<file path="src/rtl/ibus_responder_pkg.sv">
// Shared pipeline types for the instruction-bus responder: fetch request/response
// structs and the responder state encoding.
package ibus_responder_pkg;

  typedef struct packed {
    logic        valid;
    logic [31:0] addr;
  } ibus_req_t;

  typedef struct packed {
    logic        addr_ok;
    logic        data_ok;
    logic [31:0] data;
  } ibus_resp_t;

  typedef enum logic [1:0] {
    ST_IDLE  = 2'd0,
    ST_ISSUE = 2'd1,
    ST_WAIT  = 2'd2,
    ST_RESP  = 2'd3
  } ibus_rsp_state_t;

  function automatic logic is_misaligned(input logic [31:0] addr);
    return (addr[1:0] != 2'b00);
  endfunction

endpackage

</file>
<file path="src/rtl/ibus_responder.sv">
// Single-outstanding instruction-bus responder: forwards aligned fetches to a
// backend read port, answers misaligned fetches with zero, and forces a response on timeout.
module ibus_responder
  import ibus_responder_pkg::*;
#(
  parameter int unsigned TIMEOUT_CYCLES = 255
) (
  input  logic        clk,
  input  logic        resetn,
  input  ibus_req_t   ireq,
  output ibus_resp_t  iresp,
  output logic        mreq_valid,
  output logic [31:0] mreq_addr,
  input  logic        mreq_ready,
  input  logic        mresp_valid,
  input  logic [31:0] mresp_data,
  output logic        busy,
  output logic        timeout_err
);

  localparam int unsigned     CW       = $clog2(TIMEOUT_CYCLES) + 1;
  localparam logic [CW-1:0]   CNT_LAST = CW'(TIMEOUT_CYCLES - 1);

  ibus_rsp_state_t state, state_next;
  logic [31:0]     addr_q;
  logic [31:0]     data_q;
  logic [CW-1:0]   count_q;
  logic            cnt_expired;

  assign cnt_expired = (count_q == CNT_LAST);

  // State register
  always_ff @(posedge clk) begin
    if (!resetn) begin
      state <= ST_IDLE;
    end else begin
      state <= state_next;
    end
  end

  // Next-state logic; a backend response in the last WAIT cycle beats the timeout
  always_comb begin
    state_next = state;
    case (state)
      ST_IDLE: begin
        if (ireq.valid) begin
          state_next = is_misaligned(ireq.addr) ? ST_RESP : ST_ISSUE;
        end else begin
          state_next = ST_IDLE;
        end
      end
      ST_ISSUE: begin
        if (mreq_ready) begin
          state_next = ST_WAIT;
        end else begin
          state_next = ST_ISSUE;
        end
      end
      ST_WAIT: begin
        if (mresp_valid || cnt_expired) begin
          state_next = ST_RESP;
        end else begin
          state_next = ST_WAIT;
        end
      end
      ST_RESP: state_next = ST_IDLE;
      default: state_next = ST_IDLE;
    endcase
  end

  // Address/data capture, timeout counter and sticky error flag
  always_ff @(posedge clk) begin
    if (!resetn) begin
      addr_q      <= 32'd0;
      data_q      <= 32'd0;
      count_q     <= {CW{1'b0}};
      timeout_err <= 1'b0;
    end else begin
      case (state)
        ST_IDLE: begin
          if (ireq.valid) begin
            addr_q <= ireq.addr;
            data_q <= 32'd0;
          end
        end
        ST_ISSUE: begin
          if (mreq_ready) begin
            count_q <= {CW{1'b0}};
          end
        end
        ST_WAIT: begin
          if (mresp_valid) begin
            data_q <= mresp_data;
          end else if (cnt_expired) begin
            data_q      <= 32'd0;
            timeout_err <= 1'b1;
          end else begin
            count_q <= count_q + CW'(1);
          end
        end
        default: begin
        end
      endcase
    end
  end

  // Outputs; everything handed to fetch/backend is held low while reset is asserted
  always_comb begin
    iresp      = '0;
    mreq_valid = 1'b0;
    mreq_addr  = addr_q;
    busy       = (state != ST_IDLE);
    case (state)
      ST_IDLE:  iresp.addr_ok = resetn & ireq.valid;
      ST_ISSUE: mreq_valid    = resetn;
      ST_RESP: begin
        iresp.data_ok = resetn;
        iresp.data    = resetn ? data_q : 32'd0;
      end
      default: begin
        iresp      = '0;
        mreq_valid = 1'b0;
      end
    endcase
  end

endmodule

</file>
<file path="config.mk">
export PLATFORM = sky130hd
export DESIGN_NAME = ibus_responder
export DESIGN_NICKNAME = d
export VERILOG_FILES = /design/src/rtl/ibus_responder_pkg.sv /design/src/rtl/ibus_responder.sv
export SDC_FILE = /design/constraint.sdc
export NUM_CORES = 1
export LEC_CHECK = 0
export ABC_AREA = 1
export CAP_MARGIN = 20
export CORE_MARGIN = 3
export CORE_UTILIZATION = 30
export CTS_BUF_LIST = sky130_fd_sc_hd__clkbuf_2
export CTS_CLUSTER_SIZE = 20
export DETAILED_ROUTE_END_ITERATION = 6
export HOLD_SLACK_MARGIN = 0.05
export SLEW_MARGIN = 0
export SYNTH_ARGS = -nofsm -noshare
export SYNTH_HDL_FRONTEND = slang
export SYNTH_SLANG_ARGS = --single-unit
</file>
<file path="constraint.sdc">
create_clock -name clk -period 1.8 [get_ports clk]
set_input_delay 0.27 -clock clk [delete_from_list [all_inputs] [get_ports clk]]
set_output_delay 0.27 -clock clk [all_outputs]
set_load 0.1 [all_outputs]
</file>
Word level (Yosys, flattened, before mapping)
Index checks and enable logic that the tools add are counted.
Widths: inputs -> output; s select.
{"block": "word_totals", "ff_bits": 76, "wordCells": 44, "in_bits": 69, "output_inout_bits": 69}
{"block": "classes", "n_addsub": 1, "reduce_logical": 10, "mux": 17, "n_bitwise": 2, "eq_ne": 9}
{"cell": "$mux 32", "n": 4}
{"cell": "$pmux 32 s2", "n": 1}
{"cell": "$mux 33", "n": 1}
{"cell": "$mux 9", "n": 3}
{"cell": "$pmux 9 s2", "n": 1}
{"cell": "$add 9x1->9 const B", "n": 1}
{"cell": "$eq 9x8->1 const B", "n": 1}
{"cell": "$ne 2x2->1 const B", "n": 4}
{"cell": "$pmux 2 s4", "n": 1}
{"cell": "$reduce_bool 2->1", "n": 4}
{"cell": "$mux 2", "n": 3}
{"cell": "$reduce_and 3->1", "n": 2}
{"cell": "$eq 2x2->1 const B", "n": 2}
{"cell": "$reduce_and 4->1", "n": 1}
{"cell": "$mux 1", "n": 3}
{"cell": "$ne 3x3->1 const B", "n": 1}
{"cell": "$eq 2x1->1 const B", "n": 1}
{"cell": "$logic_not 2->1", "n": 1}
{"cell": "$reduce_and 2->1", "n": 1}
{"cell": "$and 1x1->1", "n": 1}
{"cell": "$logic_or 1x1->1", "n": 1}
{"cell": "$not 1->1", "n": 1}

Logic depth before layout (Yosys ltp)
{"block": "logic_depth", "depth_word": 4, "mapped_depth": 10, "depth_no_buf": 10}

Least setup slack after synthesis
OpenSTA, ideal clock, no wires.
{"block": "synth_timing", "kind": "flip-flop to output port", "from": "register state[0]", "to": "output iresp[10] (netlist name)", "path_stages_with_launch": 6, "n_path_buf": 1, "setup_slack_ns": -2.847, "arrival_time_ns": 4.377, "cell_sequence": "dfxtp_1 -> inv_2 -> nor3_1 -> inv_2 -> buf_6 -> nor2_1"}
{"element": "from (decl)", "line": "ibus_responder.sv:24", "rtl": "ibus_rsp_state_t state, state_next;"}
{"element": "from (signal assigned)", "line": "ibus_responder.sv:37", "rtl": "state <= state_next;"}
{"element": "to (decl)", "line": "ibus_responder.sv:11", "rtl": "output ibus_resp_t iresp,"}

==> run summary <==
OUTCOME
----------------------------------------------------------------------------------------------------
Run status                                                                              finished, violations left
Failing checks                                                                          negative setup slack

LOGIC SYNTHESIS
----------------------------------------------------------------------------------------------------
Biggest area contributors in the synthesized netlist                                    sky130_fd_sc_hd__dfxtp_1 (44%), sky130_fd_sc_hd__nor2_1 (12%), sky130_fd_sc_hd__nand2_1 (7.8%), sky130_fd_sc_hd__a21oi_2 (7.6%), sky130_fd_sc_hd__nand2_2 (5.4%)
Number of flops mapped to enable cells by yosys                                                    0
Synth Net Count                                                                                  533
Top cells by instance count after synthesis                                             sky130_fd_sc_hd__nor2_1 (109), sky130_fd_sc_hd__dfxtp_1 (76), sky130_fd_sc_hd__nand2_1 (72)
Most used flip-flop cell after synthesis                                                sky130_fd_sc_hd__dfxtp_1
Post-synthesis cell area                                                                0.00346 sq mm
Number of synthesized register bits                                                               76
Dominant cell type by area after synthesis                                              sky130_fd_sc_hd__dfxtp_1
Total of warnings raised by yosys                                                                  0
Most common cell in the netlist                                                         sky130_fd_sc_hd__nor2_1
Syn avg cell area                                                                         7.48 sq um
Share of flip-flops with an asynchronous set or reset                                             0%
Top cell type's share of synthesized area                                                      44.0%
Cell count after synthesis                                                                       462
Sequential share of the synthesized area                                                       44.0%
Distinct cells, synth                                                                             31

ROUTING
----------------------------------------------------------------------------------------------------
WL final                                                                                     9530 um
Number of nets with antenna violations after routing                                               0
Total vias in the final route                                                                   3285
WL per Instance                                                                              12.7 um
Drt drc                                                                                            0
Drt initial violations                                                                           114
Drt pass-1 iters                                                                                   4
Number of vias per cell                                                                         4.38

WORST SETUP PATH
----------------------------------------------------------------------------------------------------
Crit-path cells                                                                         inv_4, nor3_4, inv_4, buf_12, nor2_4, buf_12
Sort of element at the end of the critical path                                          output port
Crit Path Class                                                                           reg -> out
Critical path buffers and inverters                                                                4
Maximum fanout count along the critical path                                                      11
Kind of start point of the critical path                                                   flip-flop
Top cell family by delay on the critical path                                           buffers and inverters
Cell at the slowest stage of the critical path                                          sky130_fd_sc_hd__dfxtp_2
Worst path max stage delay                                                                   0.40 ns
Arrival time at the worst endpoint                                                           1.71 ns
Required @ worst endpoint                                                                    1.53 ns

TIMING
----------------------------------------------------------------------------------------------------
Min Tclk post-route                                                                          1.98 ns
Number of endpoints failing setup at the final stage                                              33
Share of the clock period used by the worst path after layout                                   110%
Final Worst Setup Slack                                                                    -0.179 ns
Worst Skew                                                                                 0.0369 ns
Fin. max-slew vios                                                                                 0
RSZ-0062 raised after global routing                                                            true
Measured slew at the worst slew-check pin                                                   0.363 ns
Relative slew slack                                                                            75.8%
Number of hold violations in the final report                                                      0
Aggregate negative setup slack                                                              -5.28 ns
Top achievable clock speed                                                                 0.505 GHz

CLOCK TREE
----------------------------------------------------------------------------------------------------
Clock sink count                                                                                  76
Clk Tree Root Cell                                                                      sky130_fd_sc_hd__clkbuf_2
CTS tree                                                                                       built
Clock Tree Buf Depth                                                                               2
Count of H-tree levels built during CTS                                                            3
Clk_lat worst skew                                                                           0.49 ns
CTS buffer count                                                                                   9
Clock-pin slew reported for the worst setup and hold paths after clock tree synthesis        0.22 ns

RUN
----------------------------------------------------------------------------------------------------
Max Cap Violations                                                                                 0

CELLS AND AREA
----------------------------------------------------------------------------------------------------
Layout area overhead                                                                           65.9%
Antenna fix cells                                                                                  0
Number of filler cells placed in the layout                                                     1039
Final-stage net count                                                                            677
Post-route cell area                                                                    0.00574 sq mm
Ratio of cells with drive above 1 in the final layout                                          35.6%

PLACED DESIGN
----------------------------------------------------------------------------------------------------
IO Port Bufs                                                                                     137
Post-detailed-placement half-perimeter wirelength                                            7430 um
Total cell area at the placement stage                                                  0.00563 sq mm
Gpl congestion                                                                                 0.808

DIE
----------------------------------------------------------------------------------------------------
Initial core utilization                                                                       31.3%
Cell row count                                                                                    38
Core region area                                                                        0.0110 sq mm
Ports                                                                                            138
Die height                                                                                    113 um
Die span in x                                                                                 113 um
Die ar.                                                                                 0.0128 sq mm

POWER AND IR DROP
----------------------------------------------------------------------------------------------------
Maximum VDD drop                                                                              545 uV
Leakage                                                                                      2.09 nW
PD cells                                                                                 757 mW/mm^2

GLOBAL ROUTE
----------------------------------------------------------------------------------------------------
Pin count of the biggest net entering global routing                                              38
First-pass GRT wire length                                                                  15800 um
Combined global-route utilization of all metal layers                                          15.1%
Antenna violations before repair                                                                   0
Gr ovfl total                                                                                      0
Vias in the first global route                                                                  3278

WORST HOLD PATH
----------------------------------------------------------------------------------------------------
Classification of the worst-slack hold path                                                in -> reg

[layout make-up]
cell class,count,area (sq um),area share [%]
clock buffers,11,55.1,0.960
clock inverters,4,17.5,0.305
inverters,51,200,3.49
multi-input cells,312,1870,32.6
flip-flops and latches,76,1530,26.6
well taps,140,175,3.05
repair buffers,156,1890,33.0
[state kept, by name, summed over array words and instances, names as in the netlist]
signal / count
count_q: 9
state: 2
data_q: 32
mreq_addr: 32
timeout_err: 1
[timing repair]
| item | in CTS | in global routing |
|---|---|---|
| setup buffers | 4 | 0 |
| pin swaps | 2 | 0 |
| hold endpoints to repair | 0 | 0 |
| gates resized for setup | 3 | 0 |
| endpoints found under the setup margin | 35 | 35 |
| hold buffers | 0 | 0 |
[final timing paths]
| check | start | to | slack, ns | cells past startpoint |
|---|---|---|---|---|
| worst max-delay path | state[1] | iresp[9] | -0.18 | 6 |
| worst min-delay path | mresp_data[10] | data_q[10] | 0.31 | 3 |
| worst max register to register | state[1] | data_q[4] | 0.28 | 9 |
| worst min register to register | data_q[11] | data_q[11] | 0.48 | 2 |
[logic make-up after synthesis]
group	count (synthesis)	share of synthesized area, %
compound gates	74	14.2
xor+xnor	2	0.507
buf+inv	74	9.92
fa+ha+maj	2	0.724
simple gates	234	30.7
flops	76	44.0
[layer usage]
| metal | global-route usage (%) | routed length [um] | share of wire [%] | up-vias |
|---|---|---|---|---|
| li1 | - | - | - | 1701 |
| met1 | 19.7 | 4490 | 47 | 1460 |
| met2 | 23.5 | 4190 | 44 | 117 |
| met3 | 4.55 | 764 | 8.0 | 7 |
| met4 | 5.53 | 81 | 0.85 | 0 |
| met5 | 0 | 0 | 0 | - |
[placed cells by master (no fill, tap or decap), types with 3 or more instances in the layout]
cell type,instances
sky130_fd_sc_hd__nor2_2,3
sky130_fd_sc_hd__inv_2,4
sky130_fd_sc_hd__clkdlybuf4s50_1,68
sky130_fd_sc_hd__inv_1,43
sky130_fd_sc_hd__nand3_1,6
sky130_fd_sc_hd__a21oi_1,9
sky130_fd_sc_hd__nand2_2,30
sky130_fd_sc_hd__clkbuf_2,11
sky130_fd_sc_hd__nor2_4,34
sky130_fd_sc_hd__a21oi_2,30
sky130_fd_sc_hd__nand3_4,3
sky130_fd_sc_hd__buf_4,44
sky130_fd_sc_hd__dfxtp_1,74
sky130_fd_sc_hd__o21ai_0,32
sky130_fd_sc_hd__nand2_4,3
sky130_fd_sc_hd__buf_12,44
sky130_fd_sc_hd__nor2_1,76
sky130_fd_sc_hd__clkinv_2,3
sky130_fd_sc_hd__nand2_1,72
sky130_fd_sc_hd__inv_4,3
[worst reg2reg max path: cells and delay by family (launching register included)]
family                 cells  cell delay [ns]
AOI/OAI and AO/OA          1             0.04
buffers and inverters      3             0.35
DFF                        1             0.40
and+or+nand+nor            5             0.61
[per-stage QoR]
step	std cells	power [W]	utilization, %	hold slack (ns)	setup WS, ns
global placement	732	0.00361	51.0	0.450	-0.0947
global route	750	0.00459	52.0	0.234	-0.319
floorplan	462	0.00314	-	0.417	-0.628
detailed placement	732	0.00362	51.0	0.452	-0.112
CTS	750	0.00442	52.0	0.243	-0.267
finish	750	0.00434	52.0	0.309	-0.179
[power by group]
group | total (W) | switching [W] | internal [W] | leakage (nW)
Clock | 0.000744 | 0.000570 | 0.000174 | 0.0566
Sequential | 0.00189 | 0.0000764 | 0.00181 | 0.622
Combinational | 0.00171 | 0.00120 | 0.000511 | 1.41
Total | 0.00434 | 0.00184 | 0.00250 | 2.09
Power figures use the tool's default switching activity.
